File: config.mk
export PLATFORM = sky130hd
export DESIGN_NAME = sdram_stats_master
export DESIGN_NICKNAME = d
export VERILOG_FILES = /design/src/rtl/sdram_stats_pkg.sv /design/src/rtl/sdram_stats_sample_buf.sv /design/src/rtl/sdram_stats_master.sv
export SDC_FILE = /design/constraint.sdc
export NUM_CORES = 1
export LEC_CHECK = 0
export ABC_CLOCK_PERIOD_IN_PS = 7800
export CORE_ASPECT_RATIO = 1.1
export CORE_UTILIZATION = 40
export CTS_CLUSTER_DIAMETER = 40
export DETAILED_ROUTE_END_ITERATION = 8
export DONT_BUFFER_PORTS = 1
export PLACE_DENSITY_LB_ADDON = 0.12
export SYNTH_ARGS = -nofsm -noshare
export SYNTH_HDL_FRONTEND = slang
export SYNTH_SLANG_ARGS = --single-unit
File: constraint.sdc
create_clock -name clk -period 7.8 [get_ports clk]
set_clock_uncertainty 0.2 [all_clocks]
set_input_delay 1.95 -clock clk [delete_from_list [all_inputs] [get_ports clk]]
set_output_delay 1.95 -clock clk [all_outputs]
set_load 0.005 [all_outputs]
File: src/rtl/sdram_stats_pkg.sv
// Shared definitions for the SDRAM statistics master: FSM state encoding
// and the byte-stride helper used for Avalon address arithmetic.
package sdram_stats_pkg;

   typedef enum logic [2:0] {
      ST_IDLE   = 3'd0,
      ST_READ   = 3'd1,
      ST_DRAIN  = 3'd2,
      ST_WR_MAX = 3'd3,
      ST_WR_MIN = 3'd4,
      ST_DONE   = 3'd5
   } state_t;

   function automatic int unsigned bytes_per_word(input int unsigned data_w);
      return (data_w + 7) / 8;
   endfunction

endpackage

File: src/rtl/sdram_stats_sample_buf.sv
// Small capture memory for the first received words of a scan, with a
// registered debug read port and both async (reset) and sync (new scan) clear.
module sdram_stats_sample_buf #(
   parameter int DATA_W = 16,
   parameter int DEPTH  = 16,
   parameter int IDX_W  = 4
) (
   input  logic              clk,
   input  logic              reset_n,
   input  logic              i_clear,
   input  logic              i_wr_en,
   input  logic [IDX_W-1:0]  i_wr_idx,
   input  logic [DATA_W-1:0] i_wr_data,
   input  logic [IDX_W-1:0]  i_rd_idx,
   output logic [DATA_W-1:0] o_rd_data
);

   logic [DATA_W-1:0] r_mem [DEPTH];
   logic [DATA_W-1:0] r_rd_data;

   // Clearing on each scan start keeps stale words from an earlier scan from
   // looking like captures of the current one.
   always_ff @(posedge clk or negedge reset_n) begin
      if (!reset_n) begin
         for (int i = 0; i < DEPTH; i++) r_mem[i] <= '0;
      end else if (i_clear) begin
         for (int i = 0; i < DEPTH; i++) r_mem[i] <= '0;
      end else if (i_wr_en) begin
         r_mem[i_wr_idx] <= i_wr_data;
      end
   end

   always_ff @(posedge clk or negedge reset_n) begin
      if (!reset_n) r_rd_data <= '0;
      else          r_rd_data <= r_mem[i_rd_idx];
   end

   assign o_rd_data = r_rd_data;

endmodule

File: src/rtl/sdram_stats_master.sv
// Avalon-MM master that scans a block of SDRAM words with pipelined reads,
// computing max/min/sum (signed or unsigned) and optionally writing max/min back.
module sdram_stats_master
   import sdram_stats_pkg::*;
#(
   parameter int DATA_W    = 16,
   parameter int ADDR_W    = 32,
   parameter int CNT_W     = 16,
   parameter int MAX_PEND  = 4,
   parameter int DBG_DEPTH = 16,
   parameter int DBG_IDX_W = $clog2(DBG_DEPTH)
) (
   input  logic                    clk,
   input  logic                    reset_n,
   input  logic                    ready_in,
   input  logic [ADDR_W-1:0]       base_addr_in,
   input  logic [CNT_W-1:0]        word_count_in,
   input  logic                    signed_in,
   input  logic                    wb_en_in,
   input  logic [ADDR_W-1:0]       result_addr_in,
   output logic [ADDR_W-1:0]       avm_address,
   output logic                    avm_read,
   output logic                    avm_write,
   output logic [DATA_W-1:0]       avm_writedata,
   input  logic [DATA_W-1:0]       avm_readdata,
   input  logic                    avm_waitrequest,
   input  logic                    avm_readdatavalid,
   output logic                    done_out,
   output logic [DATA_W-1:0]       max_out,
   output logic [DATA_W-1:0]       min_out,
   output logic [DATA_W+CNT_W-1:0] sum_out,
   output logic [2:0]              state_out,
   input  logic [DBG_IDX_W-1:0]    debug_read_index_in,
   output logic [DATA_W-1:0]       debug_sample_out
);

   localparam int                PEND_W   = $clog2(MAX_PEND + 1);
   localparam int                SUM_W    = DATA_W + CNT_W;
   localparam logic [ADDR_W-1:0] BPW      = ADDR_W'(bytes_per_word(DATA_W));
   localparam logic [PEND_W-1:0] PEND_MAX = PEND_W'(MAX_PEND);

   state_t             r_state, w_next;
   logic [ADDR_W-1:0]  r_addr, r_result_addr;
   logic [CNT_W-1:0]   r_count, r_issued, r_received;
   logic [PEND_W-1:0]  r_pend;
   logic               r_signed, r_wb_en;
   logic [DATA_W-1:0]  r_max, r_min;
   logic [SUM_W-1:0]   r_sum;

   logic               w_start, w_rd_ok, w_accept, w_rx, w_cap, w_gt, w_lt;
   logic [SUM_W-1:0]   w_rx_ext;

   assign w_start  = (r_state == ST_IDLE) && ready_in;
   assign w_rd_ok  = (r_state == ST_READ) && (r_issued < r_count) && (r_pend < PEND_MAX);
   assign w_accept = w_rd_ok && !avm_waitrequest;
   // Returns outside READ/DRAIN belong to an abandoned scan and are dropped.
   assign w_rx     = avm_readdatavalid && (r_received < r_count) &&
                     ((r_state == ST_READ) || (r_state == ST_DRAIN));
   assign w_cap    = w_rx && (r_received < CNT_W'(DBG_DEPTH));
   assign w_rx_ext = {{CNT_W{r_signed & avm_readdata[DATA_W-1]}}, avm_readdata};
   assign w_gt     = r_signed ? ($signed(avm_readdata) > $signed(r_max)) : (avm_readdata > r_max);
   assign w_lt     = r_signed ? ($signed(avm_readdata) < $signed(r_min)) : (avm_readdata < r_min);

   always_ff @(posedge clk or negedge reset_n) begin
      if (!reset_n) r_state <= ST_IDLE;
      else          r_state <= w_next;
   end

   always_comb begin
      w_next        = r_state;
      avm_read      = 1'b0;
      avm_write     = 1'b0;
      avm_address   = '0;
      avm_writedata = '0;
      case (r_state)
         ST_IDLE: begin
            if (ready_in) w_next = (word_count_in == '0) ? ST_DONE : ST_READ;
         end
         ST_READ: begin
            avm_read    = w_rd_ok;
            avm_address = r_addr;
            if (w_accept && (r_issued == r_count - CNT_W'(1))) w_next = ST_DRAIN;
         end
         ST_DRAIN: begin
            if (r_received == r_count) w_next = r_wb_en ? ST_WR_MAX : ST_DONE;
         end
         ST_WR_MAX: begin
            avm_write     = 1'b1;
            avm_address   = r_result_addr;
            avm_writedata = r_max;
            if (!avm_waitrequest) w_next = ST_WR_MIN;
         end
         ST_WR_MIN: begin
            avm_write     = 1'b1;
            avm_address   = r_result_addr + BPW;
            avm_writedata = r_min;
            if (!avm_waitrequest) w_next = ST_DONE;
         end
         ST_DONE: begin
            if (!ready_in) w_next = ST_IDLE;
         end
         default: w_next = ST_IDLE;
      endcase
   end

   always_ff @(posedge clk or negedge reset_n) begin
      if (!reset_n) begin
         r_addr        <= '0;
         r_result_addr <= '0;
         r_count       <= '0;
         r_issued      <= '0;
         r_received    <= '0;
         r_pend        <= '0;
         r_signed      <= 1'b0;
         r_wb_en       <= 1'b0;
         r_max         <= '0;
         r_min         <= '0;
         r_sum         <= '0;
      end else if (w_start) begin
         r_addr        <= base_addr_in;
         r_result_addr <= result_addr_in;
         r_count       <= word_count_in;
         r_signed      <= signed_in;
         r_wb_en       <= wb_en_in;
         r_issued      <= '0;
         r_received    <= '0;
         r_pend        <= '0;
         r_max         <= '0;
         r_min         <= '0;
         r_sum         <= '0;
      end else begin
         if (w_accept) begin
            r_addr   <= r_addr + BPW;
            r_issued <= r_issued + CNT_W'(1);
         end
         if (w_accept && !w_rx)      r_pend <= r_pend + PEND_W'(1);
         else if (!w_accept && w_rx) r_pend <= r_pend - PEND_W'(1);
         if (w_rx) begin
            r_received <= r_received + CNT_W'(1);
            r_sum      <= r_sum + w_rx_ext;
            if (r_received == '0) begin
               r_max <= avm_readdata;
               r_min <= avm_readdata;
            end else begin
               if (w_gt) r_max <= avm_readdata;
               if (w_lt) r_min <= avm_readdata;
            end
         end
      end
   end

   sdram_stats_sample_buf #(
      .DATA_W (DATA_W),
      .DEPTH  (DBG_DEPTH),
      .IDX_W  (DBG_IDX_W)
   ) u_sample_buf (
      .clk       (clk),
      .reset_n   (reset_n),
      .i_clear   (w_start),
      .i_wr_en   (w_cap),
      .i_wr_idx  (r_received[DBG_IDX_W-1:0]),
      .i_wr_data (avm_readdata),
      .i_rd_idx  (debug_read_index_in),
      .o_rd_data (debug_sample_out)
   );

   assign done_out  = (r_state == ST_DONE);
   assign state_out = r_state;
   assign max_out   = r_max;
   assign min_out   = r_min;
   assign sum_out   = r_sum;

endmodule

After elaboration in Yosys (flattened, before gate mapping)
Cells that the tools add are included.
{ "word_totals": {"register_bits": 456, "input_bits": 107} }
{ "op_classes": {"add_sub_neg": 8, "order_cmp": 11, "eq_ne": 13, "bitwise": 3, "reduce_logical": 28, "n_mux": 42} }
{ "ops": {"columns": ["operator", "n"], "rows": [
  ["$mux 256", 2],
  ["$bwmux 256", 1],
  ["$mux 16", 15],
  ["$mux 32", 4],
  ["$pmux 32 s3", 1],
  ["$add 32x2->32 const B", 2],
  ["$bmux 16 s4", 1],
  ["$demux 16 s4", 1],
  ["$lt 16x16->1", 4],
  ["$mux 3", 11],
  ["$add 16x1->16 const B", 2],
  ["$add 32x32->32", 1],
  ["$eq 16x16->1", 2],
  ["$gt 16x16->1", 2],
  ["$logic_not 16->1", 2],
  ["$pmux 16 s2", 1],
  ["$pmux 3 s6", 1],
  ["$lt 16x5->1 const B", 1],
  ["$sub 16x1->16 const B", 1],
  ["$logic_and 1x1->1", 11],
  ["$ge 5x5->1 const B", 2],
  ["$not 4->5", 2],
  ["$reduce_bool 3->1", 3],
  ["$ne 2x2->1 const B", 4],
  ["other kinds (17)", 28]
]} }

Longest topological paths before layout
Gate-level depths: netlist of the first run.
{ "depth": {"word_depth": 9, "mapped_depth": 15, "mapped_depth_nobuf": 15} }

Cells and area by module
From an unflattened synthesis of the first run, not the netlist that was laid out.
{ "hier_totals": {"hier_cells": 2936, "area_unflattened_um2": 26330.3} }
{ "by_module_without_submodules": {"columns": ["mod", "n_inst", "area_per_inst_um2", "cells_each"], "rows": [
  ["sdram_stats_sample_buf", 1, 13402.9, 1363],
  ["sdram_stats_master", 1, 12927.4, 1573]
]} }

Least setup slack after synthesis of the first run
No wires, ideal clock.
{ "synth_path": {"path_type": "input -> register", "startpoint": "input avm_readdata[15]", "endpoint": "register r_sum[29], in the netlist sum_out[29]", "t_required_ps": 7471, "setup_slack_ps": 2684, "n_path_buf": 2, "arrival_ps": 4787, "path_stages": 13, "setup_ps": 129, "path_cell_list": "clkbuf_1 -> and2_1 -> ha_1 -> clkbuf_1 -> a21oi_1 -> o211ai_1 -> o221a_2 -> a211oi_1 -> a31oi_1 -> a221oi_1 -> o21bai_1 -> xnor2_1 -> o21ai_1"} }
{ "synth_between": {"elab_chain_len": 4} }
{ "synth_rtl": {"columns": ["item", "line_no", "text"], "rows": [
  ["start, declared", "sdram_stats_master.sv:25", "input logic [DATA_W-1:0] avm_readdata,"],
  ["$and 1x1->1", "sdram_stats_master.sv:60", "assign w_rx_ext = {{CNT_W{r_signed & avm_readdata[DATA_W-1]}}, avm_readdata};"],
  ["$add 32x32->32 (*)", "sdram_stats_master.sv:140", "r_sum <= r_sum + w_rx_ext;"],
  ["$mux 32 (*)", "sdram_stats_master.sv:138", "if (w_rx) begin"],
  ["$mux 32 (*)", "sdram_stats_master.sv:119", "end else if (w_start) begin"],
  ["end signal, assigned", "sdram_stats_master.sv:140", null],
  ["end, declared", "sdram_stats_master.sv:48", "logic [SUM_W-1:0] r_sum;"]
]} }
Every way passes the cells marked *; elsewhere a longest branch is shown, timed or not. The select of a mux whose other input is x is not followed.
A chain may end at the register's enable or synchronous reset.

Final worst setup path of the first run
{ "layout_path": {"startpoint": "register r_state[2], in the netlist state_out[2]", "endpoint": "output avm_address[10]"} }
{ "layout_between": {"elab_chain_len": 2, "elab_cells_between_ends": 4, "classes_between": "3 x eq/ne; 1 x mux"} }
{ "layout_rtl": {"columns": ["item", "line_no", "text"], "rows": [
  ["start, declared", "sdram_stats_master.sv:42", "state_t r_state, w_next;"],
  ["start signal, assigned", "sdram_stats_master.sv:66", "else r_state <= w_next;"],
  ["$eq 3x3->1, or another cell as far along", "sdram_stats_master.sv:75", "case (r_state)"],
  ["$pmux 32 s3 (*)", "sdram_stats_master.sv:75", null],
  ["end, declared", "sdram_stats_master.sv:21", "output logic [ADDR_W-1:0] avm_address,"]
]} }
Every way passes the cells marked *; elsewhere a longest branch is shown, timed or not.

==> metrics.cfg, run 1 <==
[outcome]
status=finished, violations left
violations=slew limit

[sta]
max_slew_margin_pct=-17.6
fin_tns_setup_ps=0
fin_crit_ps=5690
fin_ws_ps=2110
max_freq_mhz=176
setup_viol=0
post-route-period-util_pct=72.9
fin_hold_ws_ps=286
grt_setup_unrepaired=no
final-hold-violation-count=0
worstMarginPinSlew_ps=1760
report.final.slew_viol_count=259

[place]
dp_hpwl_mm=49.7
port_buffers=0
gp_routability_congestion=0.917
dpl_cell_area_um2=26300
pre_cts_slack_ps=2330

[clock_tree]
worstSkewPairLatency_ps=640
cts.htree.levels=3
cts_tree=done
clock_sinks=456
cts.clk_slew.worst_paths_ps=50
cts_resized=0
cts_max_path_buffers=3
cts-root-buf=clkbuf_16
cts_hold_buffers=0
cts_setup_buffers=0
cts_made_buffers=88

[yosys]
yosysMostFrequentCell=dfrtp_1
synth_commonest_cells=dfrtp_1 (456), nand2_1 (332), nor2_1 (273)
yosys_warnings=0
seq_area_frac_synth_pct=44.4
synthCells=2614
ys.flop_type=dfrtp_1
synth_area_um2=25700
netlist.area_leader.share_pct=44.4
ys_ff_latch=456
synth_cell_type_count=72
synth_area_per_cell_um2=9.82
async_flop_share_pct=100
synth_area_leaders=dfrtp_1 (44%), mux2i_1 (8.8%), mux4_2 (7.0%)
syn_nets=2826
synth_top_area_cell=dfrtp_1
synth_edf_count=0

[worst_setup_path]
cp_data_arrival_time_ps=3540
r2r_end=r_pend[2]
reg2regPathDepth=14
crit_family=simple AND/OR/NAND/NOR gates
r2r_slack_ps=3130
cp-startpoint=state_out[2]
path_cells=nand2b_1 -> or2_2 -> o21ai_0 -> a221o_1
crit_slowest_cell=nand2b_1
cp_num_buf_inv=0
cp_max_fo=24
critPathRequiredTime_ps=5650
path_class=flop to output pin
r2r_start=state_out[2]
start_kind=flop
cp_slowest_stage_delay_ps=850
crit_path_end_kind=output pin

[global_route]
grt_overflow_total=0
grt_pass1_wl_mm=119
grt_max_degree=457
gr-usage-all-layers_pct=23.7
antenna_found_initial=2
grt_pass1_vias=19700

[run]
maxCapViolCount=0

[min_path]
hp-start=r_addr[0]
min_path_type=flop to flop
holdPathStages=2
hold-path-endpoint=r_addr[0]

[power_and_ir_drop]
leakage_nw=13.0
irDropWorstVdd_mv=0.255
finalPower_mw=12.2
power_density_nw_per_um2=411

[detailed_routing]
drt_pass1_iterations=5
drc=0
dr_total_vias=19500
drtIter0Drc=1321
wire_per_inst_um=22.3
routed_wl_mm=77.3
drtAntennaViolNets=0
avgViaCountPerCell=5.64

[floorplanning]
fp.dieW_um=244
num_io_pins=241
die_h_um=268
fp-row-count=97
fp.coreArea_um2=63600
start_util_pct=40.4
die_area_um2=65200

[finish]
final_area_um2=29600
nets=2759
syn_to_final_growth_pct=15.2
fillers=5973
drive_above_1_share_pct=11.4

area by class of cell:
type / count / area (um^2) / share of cell area (%)
antenna: 1 / 2.50 / 0.00846
clock buffer: 97 / 2320 / 7.83
clock inverter: 68 / 1000 / 3.38
inverter: 103 / 387 / 1.31
multi-input combinational: 1876 / 13200 / 44.7
sequential: 456 / 11400 / 38.6
tap: 841 / 1050 / 3.56
timing repair buffer: 22 / 190 / 0.643
sequential cells by signal, indices dropped and copies added (netlist names):
register	flops
sum_out	32
r_signed	1
r_issued	16
state_out	3
r_wb_en	1
min_out	16
r_pend	3
r_result_addr	32
r_addr	32
u_sample_buf.r_mem	256
max_out	16
u_sample_buf.o_rd_data	16
r_count	16
r_received	16
worst max-delay path by stage:
stage                            to  slack, ps  cells past startpoint
finish              avm_address[10]       2110                      4
global route        avm_address[31]       1960                     10
CTS                 avm_address[10]       2110                      4
detailed placement      sum_out[29]       2330                     11
global placement        sum_out[29]       2370                     11
floorplan               sum_out[29]       2680                     13
cell families after synthesis:
family	share of synthesized area, %
simple gates	16.4
flops	44.4
compound gates	10.0
mux	15.8
buf+inv	4.23
xor+xnor	3.92
fa+ha+maj	5.18
worst reg2reg max path: stages (launching register included):
cell,delay (ps)
dfrtp_1,750
nand2b_1,850
nor2_1,140
nand2_1,180
nor3_1,70
nand2_1,60
o22a_1,110
buf_4,380
or2_2,250
clkinv_1,280
ha_1,340
fa_1,380
xnor2_1,140
or3_1,300
a21oi_1,140
layout by cell type, fill, tap and decap left out, types with 9 or more instances in the layout:
cell type	instances
inv_1	101
nor2_1	271
o21ai_1	17
a21o_1	35
xor2_1	44
o31ai_1	23
nand2_1	331
buf_4	20
dfrtp_1	456
nor4_1	28
or3_1	13
a211oi_1	10
clkbuf_16	88
xnor2_1	71
bufinv_16	17
o22ai_1	35
clkinv_2	10
nand2b_1	12
clkinvlp_4	12
inv_6	13
ha_1	103
a31oi_1	12
mux4_2	80
o21ai_0	121
mux2i_1	226
nor3_1	36
and3_1	25
nor2b_1	12
o21a_1	15
clkinv_4	11
and4_1	9
o211ai_1	13
nand3_1	112
nand4_1	22
a21oi_1	110
metal layers:
layer  vias to the layer above  wire length [um]  GRT usage, %
li1                       9079                 -             -
met1                      9755             33000          30.5
met2                       573             37000          39.2
met3                       116              5320          5.41
met4                         0              2000          8.02
met5                         -                 0             0
where the power goes:
part | total [mW] | switching (mW) | internal, mW
clock network | 4.19 | 1.43 | 2.75
logic | 3.66 | 2.03 | 1.63
registers | 4.31 | 0.940 | 3.37
total | 12.2 | 4.40 | 7.75
stage by stage:
step,std cells,util [%]
floorplan,2614,-
global placement,3298,41.3
detailed placement,3298,41.3
CTS,3463,46.5
global route,3463,46.5
finish,3464,46.5
Power figures use the tool's default switching activity.
==> run 2, diff against run 1 <==
Settings changed: ABC_CLOCK_PERIOD_IN_PS 7800 to 5280.
Clock period 7.8 ns to 5.28 ns, I/O delays scaled along.
==> metrics.cfg, run 2 (same netlist as run 1, synthesis figures left out) <==
[global_route]
grt_pass1_wl_mm=123  ; +3.6%
grt_pass1_vias=20000  ; +1.9%
antenna_found_initial=1  ; -1
gr-usage-all-layers_pct=24.5  ; +0.88 points
grt_max_degree=457  ; unchanged
grt_overflow_total=0  ; unchanged

[clock_tree]
cts_made_buffers=83  ; -5.7%
cts.clk_slew.worst_paths_ps=50  ; about the same
cts-root-buf=clkbuf_16
cts_max_path_buffers=3  ; unchanged
cts_tree=done
clock_sinks=456  ; unchanged
cts_setup_buffers=0  ; unchanged
cts_hold_buffers=0  ; unchanged
cts.htree.levels=3  ; unchanged
cts_resized=0  ; unchanged
worstSkewPairLatency_ps=640  ; about the same

[floorplanning]
num_io_pins=241  ; unchanged
start_util_pct=40.4  ; unchanged
die_area_um2=65200  ; unchanged
fp-row-count=97  ; unchanged
fp.coreArea_um2=63600  ; unchanged
die_h_um=268  ; unchanged
fp.dieW_um=244  ; unchanged

[sta]
fin_tns_setup_ps=0  ; unchanged
worstMarginPinSlew_ps=1550  ; -218 ps
grt_setup_unrepaired=no
fin_crit_ps=4970
post-route-period-util_pct=94.2
max_freq_mhz=201
setup_viol=0  ; unchanged
fin_hold_ws_ps=183  ; -103 ps
final-hold-violation-count=0  ; unchanged
report.final.slew_viol_count=76  ; -71%
max_slew_margin_pct=-3.11  ; +15 points

[run]
maxCapViolCount=0  ; unchanged

[worst_setup_path]
crit_slowest_cell=nor4_2
crit_family=simple AND/OR/NAND/NOR gates
start_kind=flop
path_cells=nand3_1 -> nor4_2 -> nand4_1 -> or2_1 -> nor2_1 -> and2_1 -> nand4_1 -> xor2_1 -> o22ai_1
path_class=flop to output pin
cp_max_fo=6  ; -75%
critPathMostFrequentCell=nand4_1
cp_data_arrival_time_ps=3450  ; -90 ps
cp_num_buf_inv=0  ; unchanged
cp_slowest_stage_delay_ps=560  ; -290 ps
critPathRequiredTime_ps=3760  ; -1890 ps
crit_path_end_kind=output pin

[outcome]
violations=slew limit
status=finished, violations left

[finish]
final_cell_mix=dfrtp_1 (456), nand2_1 (331), nor2_1 (273), mux2i_1 (226), o21ai_0 (121)
syn_to_final_growth_pct=14.0
nets=2763  ; +0.14%
postLayoutCoreUtil_pct=46.0  ; -0.49 points
regMostFlops=u_sample_buf.r_mem
largest_reg_flops=256  ; unchanged
diodes=0  ; -1
drive_above_1_share_pct=11.1  ; -0.36 points
layout_commonest_cell=dfrtp_1

[power_and_ir_drop]
power_density_nw_per_um2=593  ; +44%
irDropWorstVdd_mv=0.305  ; +20%
leakage_nw=12.9  ; -1.0%

[place]
port_buffers=0  ; unchanged
dp_hpwl_mm=50.7  ; +2.1%
gp_routability_congestion=0.879  ; -4.1%

[detailed_routing]
drc=0  ; unchanged
wire_per_inst_um=22.9  ; +2.6%
drt_pass1_iterations=7  ; +2
drtIter0Drc=1507  ; +14%
routed_wl_mm=79.2  ; +2.5%
avgViaCountPerCell=5.72  ; +1.5%
drtAntennaViolNets=0  ; unchanged
dr_total_vias=19800  ; +1.3%

[min_path]
min_path_type=input pin to asynchronous set/reset pin

==> run 2: worst reg2reg max path: stages (launching register included) <==
cell and delay, ps:
dfrtp_1 630, nor2_1 200, nor4b_1 440, o211ai_1 180
a211oi_2 610, and2_2 330, nand2_1 140, nor2_2 420
buf_4 470, mux2i_1 250, nor2_1 60
==> run 2: through the flow <==
stage / instance area (um^2) / power (mW) / std cells / setup WS [ps]
4_1_cts: 29300 / 17.5 / 3458 / 308
2_1_floorplan: 25700 / 10.2 / 2614 / 794
3_3_place_gp: 26300 / 11.7 / 3307 / 961
3_5_place_dp: 26300 / 11.9 / 3307 / 911
5_1_grt: 29300 / 18.6 / 3458 / 89.9
6_report: 29300 / 17.4 / 3458 / 309
==> run 2: layout make-up <==
type / count / area [um^2]
Clock inverter: 56 / 727
Inverter: 103 / 387
Fill cell: 6028 / 34300
Timing Repair Buffer: 31 / 283
Sequential cell: 456 / 11400
Tap cell: 841 / 1050
Clock buffer: 95 / 2200
Multi-Input combinational cell: 1876 / 13200
==> run 2: final timing paths <==
check,startpoint,to,slack [ps],cells after the start
worst min register to register,r_wb_en,r_wb_en,290,2
worst max register to register,state_out[0],u_sample_buf.r_mem[154],1210,10
worst min-delay path,reset_n,r_addr[19],180,0
worst max-delay path,r_result_addr[4],avm_address[30],310,9
max in group asynchronous,reset_n,u_sample_buf.r_mem[49],3440,0
min in group clk,r_wb_en,r_wb_en,290,2
==> run 2: report_power, final <==
part	total, mW	leakage [nW]	internal [mW]	switching, mW
logic	5.46	5.57	2.42	3.04
clock network	5.53	1.40	3.47	2.06
registers	6.38	5.91	4.97	1.41
==> run 2: routing by layer <==
layer | wire (um) | vias up | track usage, %
met5 | 0 | - | 0
li1 | - | 9082 | -
met3 | 5090 | 106 | 5.16
met4 | 1560 | 0 | 6.82
met2 | 37900 | 555 | 40.6
met1 | 34600 | 10000 | 32.5
